`src/rtl/ice40_pll_ctrl_pkg.sv`:
```
// Shared types and helpers for the iCE40 PLL sequencing controller.
package ice40_pll_ctrl_pkg;

  typedef enum logic [2:0] {
    RESET_PLL,
    WAIT_LOCK,
    FILTER,
    RUN,
    BYPASS
  } state_e;

  localparam int DEF_RESET_CYCLES = 16;
  localparam int DEF_LOCK_FILTER  = 64;
  localparam int DEF_TIMEOUT      = 4096;
  localparam int DEF_NUM_DOMAINS  = 2;
  localparam int DEF_STAGGER      = 8;
  localparam int DEF_CNT_W        = 16;

  // Bits needed to hold any value in 0..max_val.
  function automatic int cnt_width(input int max_val);
    return (max_val < 2) ? 1 : $clog2(max_val + 1);
  endfunction

endpackage

```
`src/rtl/ice40_lock_filter.sv`:
```
// Two-flop synchroniser for PLL LOCK plus a consecutive-high counter that
// qualifies the synchronised lock before the controller trusts it.
module ice40_lock_filter
  import ice40_pll_ctrl_pkg::*;
#(
  parameter int LOCK_FILTER = DEF_LOCK_FILTER
) (
  input  logic clk,
  input  logic reset,
  input  logic pll_lock,
  input  logic clear,
  output logic lock_s,
  output logic lock_ok
);

  localparam int FW = cnt_width(LOCK_FILTER);

  logic          sync1;
  logic [FW-1:0] high_cnt;

  // NOTE: sequential state uses non-blocking assignments so every flop
  // samples the pre-edge value of its source; blocking here would collapse
  // the two synchroniser stages into one.
  always_ff @(posedge clk) begin
    if (reset) begin
      sync1    <= 1'b0;
      lock_s   <= 1'b0;
      high_cnt <= '0;
    end else begin
      sync1  <= pll_lock;
      lock_s <= sync1;
      if (clear || !lock_s) high_cnt <= '0;
      else if (high_cnt != FW'(LOCK_FILTER)) high_cnt <= high_cnt + 1'b1;
    end
  end

  // high_cnt holds the highs already seen; this cycle's high completes the run.
  assign lock_ok = lock_s && (high_cnt >= FW'(LOCK_FILTER - 1));

endmodule

```
`src/rtl/ice40_pll_ctrl.sv`:
```
// Sequencer for an SB_PLL40_CORE: reset/bypass control, lock qualification
// with timeout-and-retry, and staggered release of downstream resets.
module ice40_pll_ctrl
  import ice40_pll_ctrl_pkg::*;
#(
  parameter int RESET_CYCLES = DEF_RESET_CYCLES,
  parameter int LOCK_FILTER  = DEF_LOCK_FILTER,
  parameter int TIMEOUT      = DEF_TIMEOUT,
  parameter int NUM_DOMAINS  = DEF_NUM_DOMAINS,
  parameter int STAGGER      = DEF_STAGGER,
  parameter int CNT_W        = DEF_CNT_W
) (
  input  logic                   clk,
  input  logic                   reset,
  input  logic                   pll_lock,
  input  logic                   bypass_req,
  output logic                   pll_resetb,
  output logic                   pll_bypass,
  output logic [NUM_DOMAINS-1:0] rst_out,
  output logic                   locked,
  output logic                   err_timeout,
  output logic [CNT_W-1:0]       lost_count
);

  // Release counter saturates one past the last release so locked can follow it.
  localparam int REL_MAX = (NUM_DOMAINS - 1) * STAGGER + 1;
  localparam int RW      = cnt_width(REL_MAX);
  localparam int RCW     = cnt_width(RESET_CYCLES);
  localparam int TW      = cnt_width(TIMEOUT);

  state_e                 state, state_nx;
  logic [RCW-1:0]         rst_cnt, rst_cnt_nx;
  logic [TW-1:0]          to_cnt, to_cnt_nx;
  logic [RW-1:0]          rel_cnt, rel_cnt_nx;
  logic [NUM_DOMAINS-1:0] rst_out_nx;
  logic                   locked_nx, resetb_nx, bypass_nx;
  logic                   lock_s, lock_ok, filt_clear;
  logic                   timeout, lost, stay, waiting, waiting_nx, releasing;

  assign filt_clear = !(state == WAIT_LOCK || state == FILTER);

  ice40_lock_filter #(
    .LOCK_FILTER(LOCK_FILTER)
  ) u_lock_filter (
    .clk     (clk),
    .reset   (reset),
    .pll_lock(pll_lock),
    .clear   (filt_clear),
    .lock_s  (lock_s),
    .lock_ok (lock_ok)
  );

  // NOTE: every signal driven here gets a default first, so no path through
  // the case/if tree can leave one unassigned and infer a latch.
  always_comb begin
    state_nx = state;
    timeout  = 1'b0;
    lost     = 1'b0;
    if (bypass_req) begin
      state_nx = BYPASS;
    end else begin
      case (state)
        RESET_PLL: if (rst_cnt == RCW'(RESET_CYCLES - 1)) state_nx = WAIT_LOCK;
        WAIT_LOCK, FILTER: begin
          if (to_cnt == TW'(TIMEOUT - 1)) begin
            timeout  = 1'b1;
            state_nx = RESET_PLL;
          end else if (state == WAIT_LOCK) begin
            if (lock_s) state_nx = FILTER;
          end else if (!lock_s) begin
            state_nx = WAIT_LOCK;
          end else if (lock_ok) begin
            state_nx = RUN;
          end
        end
        RUN: begin
          if (!lock_s) begin
            lost     = 1'b1;
            state_nx = RESET_PLL;
          end
        end
        default: state_nx = RESET_PLL;
      endcase
    end
  end

  // Counters and registered outputs are all derived from the next state.
  always_comb begin
    stay       = (state_nx == state);
    waiting    = (state == WAIT_LOCK) || (state == FILTER);
    waiting_nx = (state_nx == WAIT_LOCK) || (state_nx == FILTER);
    releasing  = (state_nx == RUN) || (state_nx == BYPASS);

    rst_cnt_nx = (stay && state == RESET_PLL) ? rst_cnt + 1'b1 : '0;
    to_cnt_nx  = (waiting && waiting_nx) ? to_cnt + 1'b1 : '0;
    rel_cnt_nx = '0;
    if (stay && (state == RUN || state == BYPASS))
      rel_cnt_nx = (rel_cnt == RW'(REL_MAX)) ? rel_cnt : rel_cnt + 1'b1;

    rst_out_nx = '1;
    for (int i = 0; i < NUM_DOMAINS; i++)
      rst_out_nx[i] = !(releasing && (rel_cnt_nx >= RW'(i * STAGGER)));

    locked_nx = (state_nx == RUN) && (rel_cnt_nx == RW'(REL_MAX));
    resetb_nx = waiting_nx || (state_nx == RUN);
    bypass_nx = (state_nx == BYPASS);
  end

  always_ff @(posedge clk) begin
    if (reset) begin
      state       <= RESET_PLL;
      rst_cnt     <= '0;
      to_cnt      <= '0;
      rel_cnt     <= '0;
      pll_resetb  <= 1'b0;
      pll_bypass  <= 1'b0;
      rst_out     <= '1;
      locked      <= 1'b0;
      err_timeout <= 1'b0;
      lost_count  <= '0;
    end else begin
      state      <= state_nx;
      rst_cnt    <= rst_cnt_nx;
      to_cnt     <= to_cnt_nx;
      rel_cnt    <= rel_cnt_nx;
      pll_resetb <= resetb_nx;
      pll_bypass <= bypass_nx;
      rst_out    <= rst_out_nx;
      locked     <= locked_nx;
      if (timeout) err_timeout <= 1'b1;
      if (lost && lost_count != '1) lost_count <= lost_count + 1'b1;
    end
  end

endmodule

```
`config.mk`:
```
export PLATFORM = sky130hd
export DESIGN_NAME = ice40_pll_ctrl
export DESIGN_NICKNAME = d
export VERILOG_FILES = /design/src/rtl/ice40_pll_ctrl_pkg.sv /design/src/rtl/ice40_lock_filter.sv /design/src/rtl/ice40_pll_ctrl.sv
export SDC_FILE = /design/constraint.sdc
export NUM_CORES = 1
export LEC_CHECK = 0
export ABC_CLOCK_PERIOD_IN_PS = 1800
export BUFFER_PORTS_ARGS = -buffer_cell sky130_fd_sc_hd__buf_4
export CAP_MARGIN = 15
export CORE_ASPECT_RATIO = 0.8
export CORE_MARGIN = 2
export CORE_UTILIZATION = 53
export CTS_BUF_LIST = sky130_fd_sc_hd__clkbuf_8 sky130_fd_sc_hd__clkbuf_16
export DETAILED_ROUTE_END_ITERATION = 6
export PLACE_DENSITY = 0.75
export SLEW_MARGIN = 40
export SYNTH_ARGS = -nofsm -noshare
export SYNTH_HDL_FRONTEND = slang
export SYNTH_SLANG_ARGS = --single-unit
export TNS_END_PERCENT = 30
```
`constraint.sdc`:
```
create_clock -name clk -period 1.8 [get_ports clk]
set_input_delay 0.09 -clock clk [delete_from_list [all_inputs] [get_ports clk]]
set_output_delay 0.09 -clock clk [all_outputs]
set_load 0.02 [all_outputs]
```
# Word-level counts from Yosys, hierarchy flattened
# Cells that the tools add are included.
[totals]
ff_bits = 56
inputBits = 4
word_cells = 78
output_inout_bits = 22
[classes]
eq_ne = 15
reduce_logical = 23
n_bitwise = 2
muxes = 17
add_sub_neg = 5
order_cmp = 3
[ops]
columns = ["operator", "count"]
rows = [
  ["3-bit 2-to-1 mux", 8],
  ["16-bit by 1-bit adder with 16-bit output (second input constant)", 1],
  ["16-bit inequality test (second input constant)", 1],
  ["13-bit by 1-bit adder with 13-bit output (second input constant)", 1],
  ["13-bit by 12-bit == test with 1-bit output (second input constant)", 1],
  ["3-bit by 2-bit == test with 1-bit output (second input constant)", 4],
  ["3-bit case mux with 3 select lines", 1],
  ["4-bit == test (second input constant)", 2],
  ["1-bit logical AND", 8],
  ["4-bit 2-to-1 mux", 2],
  ["2-bit OR reduction", 4],
  ["7-bit by 1-bit adder with 7-bit output (second input constant)", 1],
  ["7-bit by 6-bit greater-or-equal comparator with 1-bit output (second input constant)", 1],
  ["7-bit inequality test (second input constant)", 1],
  ["3-bit by 1-bit == test with 1-bit output (second input constant)", 2],
  ["3-bit == test (second input constant)", 2],
  ["1-bit logical OR", 6],
  ["1-bit 2-to-1 mux", 6],
  ["5-bit by 1-bit adder with 5-bit output (second input constant)", 1],
  ["5-bit by 4-bit == test with 1-bit output (second input constant)", 1],
  ["4-bit by 1-bit adder with 4-bit output (second input constant)", 1],
  ["4-bit by 1-bit greater-or-equal comparator with 1-bit output (second input constant)", 1],
  ["4-bit greater-or-equal comparator (second input constant)", 1],
  ["1-bit zero test", 4],
  ["3 further kinds", 4],
]

# Logic depth before layout (Yosys ltp)
# Gate-level depths: netlist of the first run.
[depth]
word_depth = 14
mapped_depth = 8
mapped_depth_nobuf = 8

# Modules after synthesis
# A second synthesis of the first run with hierarchy kept.
[hier_totals]
hier_cells = 283
area_unflattened_um2 = 2539.9
[by_module_without_submodules]
columns = ["mod", "area_per_inst_um2", "cells_each", "n_inst", "seq_area_each_um2"]
rows = [
  ["ice40_pll_ctrl", 2092.0, 234, 1, 940.9],
  ["ice40_lock_filter", 447.9, 49, 1, 180.2],
]

# Worst setup path before layout of the first run
# No wires, ideal clock.
[synth_timing]
path_type = "reg2reg"
start = "register u_lock_filter.high_cnt[0]"
end = "register to_cnt[10]"
setup_slack_ns = -0.185
t_required_ns = 1.664
arrival_time_ns = 1.849
setup_ns = 0.136
stages_incl_launch_ff = 8
cell_sequence = "dfxtp_1 ha_1 a21o_1 a2111o_1 and2_1 a211oi_2 buf_4 nor4_2"
[synth_between]
elab_chain_cells = 13
word_cells_on_any_way = 14
cone_classes = "order compare (1); eq/ne (2); mux (6); bitwise (1); reduce/logical (4)"
[synth_rtl]
columns = ["element", "line", "source"]
rows = [
  ["start, declared", "ice40_lock_filter.sv:19", "logic [FW-1:0] high_cnt;"],
  ["start signal, assigned", "ice40_lock_filter.sv:33", "else if (high_cnt != FW'(LOCK_FILTER)) high_cnt <= high_cnt + 1'b1;"],
  ["7-bit by 6-bit greater-or-equal comparator with 1-bit output (*)", "ice40_lock_filter.sv:38", "assign lock_ok = lock_s && (high_cnt >= FW'(LOCK_FILTER - 1));"],
  ["1-bit logical AND (*)", "ice40_lock_filter.sv:38", ""],
  ["3-bit 2-to-1 mux (*)", "ice40_pll_ctrl.sv:72", "end else if (lock_ok) begin"],
  ["3-bit 2-to-1 mux (*)", "ice40_pll_ctrl.sv:70", "end else if (!lock_s) begin"],
  ["3-bit 2-to-1 mux (*)", "ice40_pll_ctrl.sv:68", "end else if (state == WAIT_LOCK) begin"],
  ["3-bit 2-to-1 mux (*)", "ice40_pll_ctrl.sv:65", "if (to_cnt == TW'(TIMEOUT - 1)) begin"],
  ["3-bit case mux with 3 select lines (*)", "ice40_pll_ctrl.sv:62", "case (state)"],
  ["3-bit 2-to-1 mux (*)", "ice40_pll_ctrl.sv:59", "if (bypass_req) begin"],
  ["3-bit by 1-bit == test with 1-bit output / 3-bit by 2-bit == test with 1-bit output (equally long branches)", "ice40_pll_ctrl.sv:91", "waiting_nx = (state_nx == WAIT_LOCK) || (state_nx == FILTER);"],
  ["1-bit logical OR (*)", "ice40_pll_ctrl.sv:91", ""],
  ["1-bit logical AND (*)", "ice40_pll_ctrl.sv:95", "to_cnt_nx = (waiting && waiting_nx) ? to_cnt + 1'b1 : '0;"],
  ["1-bit NOT (no line) (*)", "--", ""],
  ["2-bit OR reduction (no line) (*)", "--", ""],
  ["end signal, assigned", "ice40_pll_ctrl.sv:124", "to_cnt <= to_cnt_nx;"],
  ["end, declared", "ice40_pll_ctrl.sv:33", "logic [TW-1:0] to_cnt, to_cnt_nx;"],
]
# Every way passes the cells marked *; elsewhere a longest branch is shown, timed or not.
# A chain may end at the register's enable or synchronous reset.

# Final worst setup path of the first run
[layout_timing]
start = "register rst_cnt[1]"
end = "register to_cnt[4]"
[layout_between]
elab_chain_cells = 9
word_cells_on_any_way = 10
cone_classes = "eq/ne (3); mux (3); bitwise (1); reduce/logical (3)"
[layout_rtl]
columns = ["element", "line", "source"]
rows = [
  ["start, declared", "ice40_pll_ctrl.sv:32", "logic [RCW-1:0] rst_cnt, rst_cnt_nx;"],
  ["start signal, assigned", "ice40_pll_ctrl.sv:123", "rst_cnt <= rst_cnt_nx;"],
  ["5-bit by 4-bit == test with 1-bit output (*)", "ice40_pll_ctrl.sv:63", "RESET_PLL: if (rst_cnt == RCW'(RESET_CYCLES - 1)) state_nx = WAIT_LOCK;"],
  ["3-bit 2-to-1 mux (*)", "ice40_pll_ctrl.sv:63", ""],
  ["3-bit case mux with 3 select lines (*)", "ice40_pll_ctrl.sv:62", ""],
  ["3-bit 2-to-1 mux (*)", "ice40_pll_ctrl.sv:59", ""],
  ["3-bit by 1-bit == test with 1-bit output / 3-bit by 2-bit == test with 1-bit output (equally long branches)", "ice40_pll_ctrl.sv:91", ""],
  ["1-bit logical OR (*)", "ice40_pll_ctrl.sv:91", ""],
  ["1-bit logical AND (*)", "ice40_pll_ctrl.sv:95", ""],
  ["1-bit NOT (no line) (*)", "--", ""],
  ["2-bit OR reduction (no line) (*)", "--", ""],
]
# Marked as above.

==> run_results.csv, run 1 <==
group,metric,value,unit
run_status,status,"finished, violations left",
run_status,violations,"setup timing",
sta,rsz0062_at_grt,"yes",
global_routing,grt_pass1_wl,11400,um
synth,yosysWarnings,0,
route,drt-pass1-iter-count,4,
route,route.detailed.drc,0,
floorplanning,start_util,56.2,%
cts,cts_made_buffers,5,
synth,avgSynthCellArea,8.86,um^2
place,dp_cells,446,
cts,cts-root-buf,"clkbuf_8",
setup_path,cp_num_buf_inv,2,
pwr,comb_power_share,5.5,%
sta,setup_ws,-255,ps
sta,clock_skew,13.7,ps
setup_path,r2r-end,"to_cnt[4]$_SDFF_PP0_",
floorplanning,fp.dieH,69.7,um
place,port_buffers,25,
pwr,p_per_area,541,nW/um^2
setup_path,r2r_setup_slack,-260,ps
global_routing,antenna_found_initial,0,
floorplanning,core_area,5090,um^2
pwr,pwr-share-seq,60.8,%
place,post-place-ws,-409,ps
setup_path,critPathMaxFanout,11,
floorplanning,rows,23,
cts,cts_tree,"yes",
synth,yosysMostFrequentCell,"dfxtp_1",
setup_path,cp-endpoint,"to_cnt[4]$_SDFF_PP0_",
route,via_count,2550,
setup_path,path_depth,9,
cts,clk_latency,320,ps
setup_path,worstSetupStartpointType,"register",
synth,ys.flop_type,"dfxtp_1",
place,place_area,3470,um^2
route,drt-wirelength-per-cell,14.2,um
synth,synthArstFlopShare,0,%
sta,final.setup.tns,-3760,ps
hold_path,holdPathStages,2,
floorplanning,num_io_pins,26,
route,drt_iter0_markers,129,
sta,setup_viol,23,
route,detail-route-antenna-nets,0,
synth,synth_common_cells,"56 x dfxtp_1, 43 x nor2_1, 28 x nand3_1",
sta,finalHoldViolCount,0,
cts,h-tree-depth,2,
setup_path,crit_start,"rst_cnt[1]$_SDFF_PP0_",
setup_path,cp_slowest_stage_delay,390,ps
cts,cts.sink_count,56,
sta,max_freq,487,MHz
cells_and_area,fin_cells,460,
pwr,ir_worst_vdd,0.692,mV
cells_and_area,design_area,3810,um^2
cells_and_area,area_growth,33.1,%
synth,yosys-top-cells-area,"dfxtp_1 39%, xnor2_1 6.1%, nor2_1 5.6%",
cells_and_area,nFillCells,371,
synth,seq_area_frac_synth,39.2,%
global_routing,overflow,0,
setup_path,crit_type,"reg -> reg",
global_routing,grt.total_usage,23.3,%
synth,synthDistinctLibCells,53,
place,dpl.hpwl,4770,um
sta,maxSlewHeadroom,71.0,%
cells_and_area,multiInputGateArea,1830,um^2
cells_and_area,regArea,1130,um^2
cells_and_area,final_nets,409,
synth,syn_area,2860,um^2
pwr,switchingPower,0.000460,W
global_routing,grt_max_degree,25,
synth,syn-num-nets,335,
sta,worstMarginPinSlew,436,ps
sta,slew_viol_final,0,
cells_and_area,drive_gt1_share,37.7,%
synth,synth_seq_cells,56,
setup_path,critical_path.endpoint_type,"register",
floorplanning,die-area,6000,um^2
synth,synth_cells,323,
hold_path,hold_path_class,"in -> reg",
route,routed_via_density,5.54,
setup_path,crit_chain,"ha_4 -> and3_4 -> ha_1 -> or3b_4 -> nor4b_4 -> buf_4 -> a211oi_4 -> buf_12 -> nor4_4",
synth,synth_edf_count,0,
cts,clock_path_buffers,2,
place,finalWeightedCongestion,0.888,
setup_path,reg2reg_depth,9,
sta,fin_crit,2060,ps
hold_path,min-delay-start,"bypass_req",
sta,period_share,114,%
setup_path,cp.arrival,2270,ps
synth,synth_area_leader_cell,"dfxtp_1",
global_routing,grt_pass1_vias,2504,
pwr,clock_power_share,33.7,%
pwr,switching_share,22.3,%
setup_path,cpMaxStageDelayCell,"or3b_4",
setup_path,worstReg2RegStart,"rst_cnt[1]$_SDFF_PP0_",
cts,path_clk_slew,90,ps
route,routed_wl,6530,um
pwr,p_total,0.00206,W
setup_path,required,2020,ps
synth,synth_top_cell_area_share,39.2,%
floorplanning,die_w,86.1,um
pwr,leakage,1.43,nW
cells_and_area,diodes,0,
pwr,internal_power,0.00160,W
setup_path,critPathTopFamily,"simple AND/OR/NAND/NOR gates",
job,max-cap-violations,0,
flip-flops by register name, indices dropped and copies added, names as in the netlist:
signal,count
to_cnt,13
pll_bypass,1
pll_resetb,1
err_timeout,1
locked,1
state,3
u_lock_filter.sync1,1
lost_count,16
rst_cnt,5
rel_cnt,4
u_lock_filter.high_cnt,7
u_lock_filter.lock_s,1
rst_out,2
cell usage in the layout (no fill, tap or decap), types with 2 or more instances in the layout:
cell       instances
nand3b_1           9
nand3_1           22
nor2b_1            6
nand3_2            7
xor2_1            11
nand4_1            4
a211oi_2           5
a211oi_4           2
nor4_1             2
a21bo_2            2
clkbuf_8           6
buf_6              2
nor3b_1            3
a21o_1             2
or4_4              2
nor3_2             2
a21oi_1           13
and4_1             2
buf_4             78
dfxtp_2            6
and3_1             4
ha_2               2
nand2b_4           2
nor2_2             2
inv_1             13
nor2_1            41
nand2_1           18
ha_1               5
a2111oi_2          2
mux2i_1            3
nor3_1             5
dfxtp_1           50
a211oi_1           4
a21oi_2            5
xnor2_1           20
nor4_2             5
metal layers:
metal	global-route usage [%]	wire length (um)
met4	6.88	70
met5	0	0
met3	4.29	193
met1	31.1	3180
met2	38.2	3090
power by group through the flow:
stage / registers [W] / clock network (W) / logic (W)
finish: 0.00125 / 0.000694 / 0.000114
global route: 0.00125 / 0.000754 / 0.000125
CTS: 0.00125 / 0.000704 / 0.000106
detailed placement: 0.00128 / 0 / 0.0000903
global placement: 0.00128 / 0 / 0.0000881
floorplan: 0.00128 / 0 / 0.0000573
per-stage QoR:
step / hold WS (ps) / util [%]
after floorplan: 218 / -
after global placement: 306 / 68.2
after detailed placement: 329 / 68.2
after CTS: 1.12 / 72.8
after global routing: 25.3 / 74.7
final: 31.3 / 74.7
repair_timing:
item / in CTS / in global routing
setup buffers: 2 / 4
hold endpoints to repair: 0 / 1
setup endpoints to repair: 36 / 40
hold buffers: 0 / 1
pin swaps: 8 / 6
gates resized for setup: 25 / 16
cell families (layout without fill, tap and decap cells):
logic type      count (synthesis)  count (layout)  synth area share, %
xor+xnor                       31              31                 9.49
flops                          56              56                 39.2
buf+inv                        26             101                 4.16
fa+ha+maj                       8               8                 3.50
simple gates                  149             149                 28.8
compound gates                 49              49                 13.4
mux                             4               4                 1.44
area by class of cell:
class / instances / area share, %
multi-input cells: 241 / 48.1
flip-flops and latches: 56 / 29.6
repair buffers: 82 / 16.8
clock buffers: 6 / 2.17
well taps: 62 / 2.04
inverters: 11 / 1.08
clock inverters: 2 / 0.197
worst min-delay path by stage:
| stage | slack [ps] | end |
|---|---|---|
| 3_5_place_dp | 330 | u_lock_filter.sync1$_SDFF_PP0_ |
| 2_1_floorplan | 220 | u_lock_filter.sync1$_SDFF_PP0_ |
| 5_1_grt | 30 | state[2]$_SDFF_PP0_ |
| 6_report | 30 | state[2]$_SDFF_PP0_ |
| 3_3_place_gp | 310 | u_lock_filter.sync1$_SDFF_PP0_ |
| 4_1_cts | 1 | u_lock_filter.sync1$_SDFF_PP0_ |
No activity file was read; power rests on OpenSTA's default activity.
==> run 2: changes to the inputs <==
--- a/config.mk
+++ b/config.mk
@@ -13,7 +13,7 @@
 export CORE_UTILIZATION = 53
 export CTS_BUF_LIST = sky130_fd_sc_hd__clkbuf_8 sky130_fd_sc_hd__clkbuf_16
 export DETAILED_ROUTE_END_ITERATION = 6
-export PLACE_DENSITY = 0.75
+export PLACE_DENSITY_LB_ADDON = 0.3
 export SLEW_MARGIN = 40
 export SYNTH_ARGS = -nofsm -noshare
 export SYNTH_HDL_FRONTEND = slang
==> run_results.csv, run 2 (synthesis gave the netlist of run 1 again) <==
group,metric,value,unit
job,max-cap-violations,0,
setup_path,critical_path.endpoint_type,"register",
setup_path,critPathMaxFanout,2,
cells_and_area,regMostFlops,"lost_count",
cts,cts-root-buf,"clkbuf_8",
global_routing,grt_max_degree,25,
cts,path_clk_slew,90,ps
sta,rsz0062_at_grt,"yes",
global_routing,antenna_found_initial,0,
floorplanning,start_util,56.2,%
global_routing,grt_pass1_wl,11100,um
cts,cts_tree,"yes",
place,dpl.hpwl,4730,um
sta,finalHoldViolCount,0,
floorplanning,core_area,5090,um^2
cells_and_area,final_common_cell,"buf_4",
setup_path,worstSetupStartpointType,"register",
route,route.detailed.drc,0,
cells_and_area,drive_gt1_share,37.8,%
sta,setup_viol,22,
cts,cts.sink_count,56,
cells_and_area,largest_register_ffs,16,
pwr,ir_worst_vdd,0.360,mV
setup_path,crit_type,"reg -> reg",
pwr,leakage,1.46,nW
cells_and_area,final_nets,411,
place,finalWeightedCongestion,0.861,
sta,fin_crit,2010,ps
sta,clock_skew,2.83,ps
pwr,p_per_area,546,nW/um^2
setup_path,r2r_setup_slack,-210,ps
floorplanning,num_io_pins,26,
global_routing,overflow,0,
cts,clk_latency,300,ps
floorplanning,die-area,6000,um^2
global_routing,grt_pass1_vias,2387,
floorplanning,fp.dieH,69.7,um
route,detail-route-antenna-nets,0,
setup_path,cp.arrival,2200,ps
route,routed_via_density,5.49,
route,drt-wirelength-per-cell,14.6,um
sta,max_freq,497,MHz
sta,maxSlewHeadroom,69.0,%
floorplanning,rows,23,
sta,final.setup.tns,-3130,ps
cells_and_area,area_growth,34.2,%
run_status,status,"finished, violations left",
cts,cts_made_buffers,5,
route,drt-pass1-iter-count,4,
floorplanning,die_w,86.1,um
hold_path,hold_path_class,"in -> reg",
global_routing,grt.total_usage,22.7,%
sta,period_share,112,%
cells_and_area,fin_util,75.4,%
run_status,violations,"setup timing",
cells_and_area,nFillCells,345,
cts,clock_path_buffers,2,
cells_and_area,top_regs,"lost_count x16, to_cnt x13, u_lock_filter.high_cnt x7",
sta,worstMarginPinSlew,461,ps
sta,setup_ws,-214,ps
route,drt_iter0_markers,139,
route,routed_wl,6740,um
route,via_count,2531,
sta,slew_viol_final,0,
cells_and_area,diodes,0,
setup_path,required,1980,ps
cts,h-tree-depth,2,
cells_and_area,final_cell_mix,"79 x buf_4, 48 x dfxtp_1, 41 x nor2_1",
cts,postCtsHoldBufs,0,
place,port_buffers,25,
-- run 2: cell count changes in the layout (fill, tap and decap cells not counted), sizes merged --
cell	previous run	this run
buf	81	84
inv	13	11
clkbuf	6	7
dlygate4sd3	1	0
-- run 2: critical path, cell delays in order (launching register included) --
cell and delay [ps]:
dfxtp_2 360, ha_4 130, and3_4 160, ha_1 120, or3b_4 390, buf_4 150
a21oi_1 130, a21oi_1 70, a211oi_1 250, o21bai_1 130
-- run 2: per-stage QoR --
| stage | hold slack, ps | instances | total power [W] | worst slack, ps | area, um^2 |
|---|---|---|---|---|---|
| 6_report | 16.0 | 461 | 0.00210 | -214 | 3840 |
| 5_1_grt | 1.45 | 461 | 0.00217 | -348 | 3840 |
| 4_1_cts | 11.3 | 459 | 0.00210 | -196 | 3730 |
| 3_5_place_dp | 333 | 450 | 0.00137 | -401 | 3500 |
| 3_3_place_gp | 306 | 450 | 0.00137 | -324 | 3500 |
| 2_1_floorplan | 218 | 323 | 0.00134 | -65.8 | 2900 |
-- run 2: repair_timing --
action,CTS,global route
buffers inserted,1,2
resized for setup,19,22
pin swaps,10,10
endpoints found under the setup margin,34,47
endpoints found under the hold margin,0,0
cloned,1,0
-- run 2: report_power, final --
group	switching, W	total, W	internal, W
Sequential	0.00000562	0.00125	0.00125
Combinational	0.0000616	0.000116	0.0000543
Clock	0.000385	0.000728	0.000344
Total	0.000452	0.00210	0.00164
-- run 2: path summary, 6_finish.rpt --
check             cells after the start                            from                               to
setup / recovery                      9           rst_cnt[1]$_SDFF_PP0_            rst_out[0]$_SDFF_PP1_
hold / removal                        2                        pll_lock   u_lock_filter.sync1$_SDFF_PP0_
setup reg to reg                      9           rst_cnt[1]$_SDFF_PP0_            rst_out[0]$_SDFF_PP1_
hold reg to reg                       1  u_lock_filter.sync1$_SDFF_PP0_  u_lock_filter.lock_s$_SDFF_PP0_
-- run 2: routing by layer --
metal	vias up	track usage [%]	wire length [um]
met1	1207	31.8	3190
met4	0	6.00	50
li1	1289	-	-
met2	31	36.2	3340
met3	4	3.69	150
met5	-	0	0
-- run 2: layout make-up --
class,count,area [um^2],share of cell area [%]
Multi-Input combinational cell,241,1820,47.4
Sequential cell,56,1130,29.5
Timing Repair Buffer,84,674,17.6
Clock buffer,7,96.3,2.51
Tap cell,62,77.6,2.02
Inverter,11,41.3,1.08
==> run 3: changes to the inputs <==
--- a/config.mk
+++ b/config.mk
@@ -5,6 +5,7 @@
 export SDC_FILE = /design/constraint.sdc
 export NUM_CORES = 1
 export LEC_CHECK = 0
+export ABC_AREA = 1
 export ABC_CLOCK_PERIOD_IN_PS = 1800
 export BUFFER_PORTS_ARGS = -buffer_cell sky130_fd_sc_hd__buf_4
 export CAP_MARGIN = 15
@@ -18,4 +19,3 @@
 export SYNTH_ARGS = -nofsm -noshare
 export SYNTH_HDL_FRONTEND = slang
 export SYNTH_SLANG_ARGS = --single-unit
-export TNS_END_PERCENT = 30
==> run_results.csv, run 3 <==
group,metric,value,unit
route,route.detailed.drc,0,
setup_path,cpMaxStageDelayCell,"dfxtp_2",
job,max-cap-violations,0,
setup_path,cp_num_buf_inv,2,
synth,synth_seq_cells,56,
synth,synth_top_family_by_area,"simple AND/OR/NAND/NOR gates",
synth,synth-simple-area-share,34.9,%
global_routing,grt_pass1_wl,8930,um
sta,maxSlewHeadroom,74.6,%
cts,h-tree-depth,2,
setup_path,cp_slowest_stage_delay,350,ps
cells_and_area,diodes,0,
synth,synth_edf_count,0,
pwr,comb_power_share,4.3,%
synth,ys.flop_type,"dfxtp_1",
cts,clk_latency,300,ps
pwr,ir_worst_vdd,0.645,mV
sta,final.setup.tns,-3.77,ps
pwr,pwr-share-seq,63.5,%
synth,avgSynthCellArea,7.95,um^2
cells_and_area,top_regs,"lost_count x16, to_cnt x13, u_lock_filter.high_cnt x7",
place,finalWeightedCongestion,0.845,
sta,max_freq,554,MHz
floorplanning,core_area,5010,um^2
floorplanning,rows,23,
pwr,internal_power,0.00154,W
cts,cts-root-buf,"clkbuf_8",
route,routed_via_density,5.02,
synth,yosysWarnings,0,
place,dp_cells,447,
place,port_buffers,25,
synth,synthAdderAreaFrac,3.65,%
setup_path,worstSetupStartpointType,"register",
run_status,violations,"setup timing",
route,drt_iter0_markers,138,
floorplanning,die-area,5770,um^2
cts,cts.sink_count,56,
cells_and_area,fin_util,68.2,%
setup_path,cp.arrival,2040,ps
cells_and_area,final_common_cell,"buf_4",
synth,synthDistinctLibCells,36,
route,drt-wirelength-per-cell,12.3,um
route,routed_wl,5730,um
place,dpl.hpwl,4050,um
setup_path,critPathMaxFanout,5,
floorplanning,die_w,84.4,um
cells_and_area,final_cell_mix,"52 x buf_4, 50 x inv_1, 47 x dfxtp_1",
floorplanning,num_io_pins,26,
synth,seq_area_frac_synth,40.9,%
cells_and_area,regMostFlops,"lost_count",
global_routing,grt.total_usage,19.2,%
synth,synth_common_cells,"56 x dfxtp_1, 49 x inv_1, 49 x nand2_1",
sta,clock_skew,12.8,ps
synth,yosys-top-cells-area,"dfxtp_1 41%, inv_1 6.7%, nand2_1 6.7%",
pwr,p_total,0.00197,W
sta,finalHoldViolCount,0,
cts,cts_made_buffers,5,
pwr,clock_power_share,32.2,%
sta,period_share,100,%
synth,synth_area_leader_cell,"dfxtp_1",
cts,cts_tree,"yes",
synth,synth_mux_area_share,0,%
sta,worstMarginPinSlew,378,ps
floorplanning,fp.dieH,68.3,um
cells_and_area,drive_gt1_share,33.8,%
floorplanning,start_util,54.8,%
run_status,status,"finished, violations left",
setup_path,critical_path.endpoint_type,"register",
global_routing,antenna_found_initial,0,
cells_and_area,final_nets,417,
global_routing,grt_max_degree,17,
synth,syn-num-nets,357,
pwr,switchingPower,0.000433,W
setup_path,required,2030,ps
route,drt-pass1-iter-count,4,
setup_path,crit_chain,"ha_4 -> nand2_4 -> nor2_4 -> nand3_2 -> nor2_4 -> buf_6 -> o21ai_4 -> nand2_2 -> nand2_2 -> nand4_4 -> buf_6 -> a21oi_1",
cts,clock_path_buffers,2,
hold_path,hold_path_class,"in -> reg",
global_routing,overflow,0,
cells_and_area,area_growth,24.5,%
global_routing,grt_pass1_vias,1960,
sta,setup_ws,-3.77,ps
sta,fin_crit,1800,ps
sta,setup_viol,1,
synth,synth_top_cell_area_share,40.9,%
cells_and_area,fin_cells,467,
sta,slew_viol_final,0,
synth,yosysMostFrequentCell,"dfxtp_1",
route,detail-route-antenna-nets,0,
synth,synth_xor_area_share,4.79,%
setup_path,critPathTopFamily,"simple AND/OR/NAND/NOR gates",
synth,synth_compound_area_share,7.12,%
synth,synthArstFlopShare,0,%
synth,synth_cells,345,
route,via_count,2345,
pwr,p_per_area,577,nW/um^2
setup_path,crit_type,"reg -> reg",
sta,rsz0062_at_grt,"yes",
synth,syn_area,2740,um^2
cts,path_clk_slew,100,ps
cells_and_area,regArea,1130,um^2
cells_and_area,nFillCells,396,
cells_and_area,largest_register_ffs,16,
cells_and_area,multiInputGateArea,1460,um^2
pwr,switching_share,22.0,%
pwr,leakage,1.32,nW
run 3: cell types whose count changed after synthesis, sizes merged, moves of 7 or more:
cell    change
a211oi     -11
inv        +43
nand2      +40
nand3       -7
nand3b      -9
nor2       +17
o21ai       +9
xnor2      -16
run 3: final cells by class:
cell class / instances / area share [%]
clock buffer: 5 / 2.02
timing repair buffer: 58 / 13.4
clock inverter: 2 / 0.257
tap: 62 / 2.27
multi-input combinational: 229 / 42.7
inverter: 55 / 6.12
sequential: 56 / 33.2
run 3: metal layers:
layer	routed length, um	vias up	global-route usage, %
li1	-	1217	-
met1	2840	1073	28.0
met2	2630	51	29.8
met3	219	4	3.98
met4	42	0	3.77
met5	0	-	0
run 3: metrics by stage:
stage / cell area, um^2 / worst slack, ps / hold slack, ps
2_1_floorplan: 2740 / 118 / 197
3_3_place_gp: 3130 / 63.3 / 299
5_1_grt: 3410 / -74.4 / 198
4_1_cts: 3240 / 22.9 / 185
6_report: 3410 / -3.77 / 193
3_5_place_dp: 3130 / 10.1 / 305
run 3: timing repair:
item | 4_1_cts | 5_1_grt
gates cloned | 0 | 0
hold endpoints to repair | 1 | 0
setup buffers | 3 | 9
endpoints found under the setup margin | 1 | 27
pin swaps | 0 | 13
hold buffers | 1 | 0
gates resized for setup | 0 | 34
run 3: logic make-up (layout without fill, tap and decap cells):
kind of cell	count (synthesis)	after routing
AO/OA/AOI/OAI	32	32
XOR/XNOR	15	15
adder cells (fa/ha/maj)	8	8
buffers and inverters	60	120
flip-flops	56	56
AND/OR/NAND/NOR	174	174
run 3: worst register-to-register path: stages (launching register included):
cell     delay [ps]
dfxtp_2         350
ha_4            170
nand2_4          80
nor2_4           30
nand3_2          90
nor2_4           60
buf_6           120
o21ai_4         190
nand2_2         130
nand2_2         110
nand4_4         130
buf_6           160
a21oi_1         130
run 3: final timing paths:
check / from / to / slack, ps / depth (start not counted)
setup / recovery: to_cnt[1]$_SDFF_PP0_ / to_cnt[12]$_SDFF_PP0_ / -4 / 12
hold / removal: bypass_req / state[2]$_SDFF_PP0_ / 190 / 4
setup reg to reg: to_cnt[1]$_SDFF_PP0_ / to_cnt[12]$_SDFF_PP0_ / -4 / 12
hold reg to reg: u_lock_filter.sync1$_SDFF_PP0_ / u_lock_filter.lock_s$_SDFF_PP0_ / 410 / 2
run 3: power groups by stage:
stage,Sequential (W),Clock (W),Combinational (W)
6_report,0.00125,0.000634,0.0000853
5_1_grt,0.00125,0.000709,0.0000950
3_3_place_gp,0.00128,0,0.0000772
3_5_place_dp,0.00128,0,0.0000788
4_1_cts,0.00125,0.000646,0.0000811
2_1_floorplan,0.00128,0,0.0000472
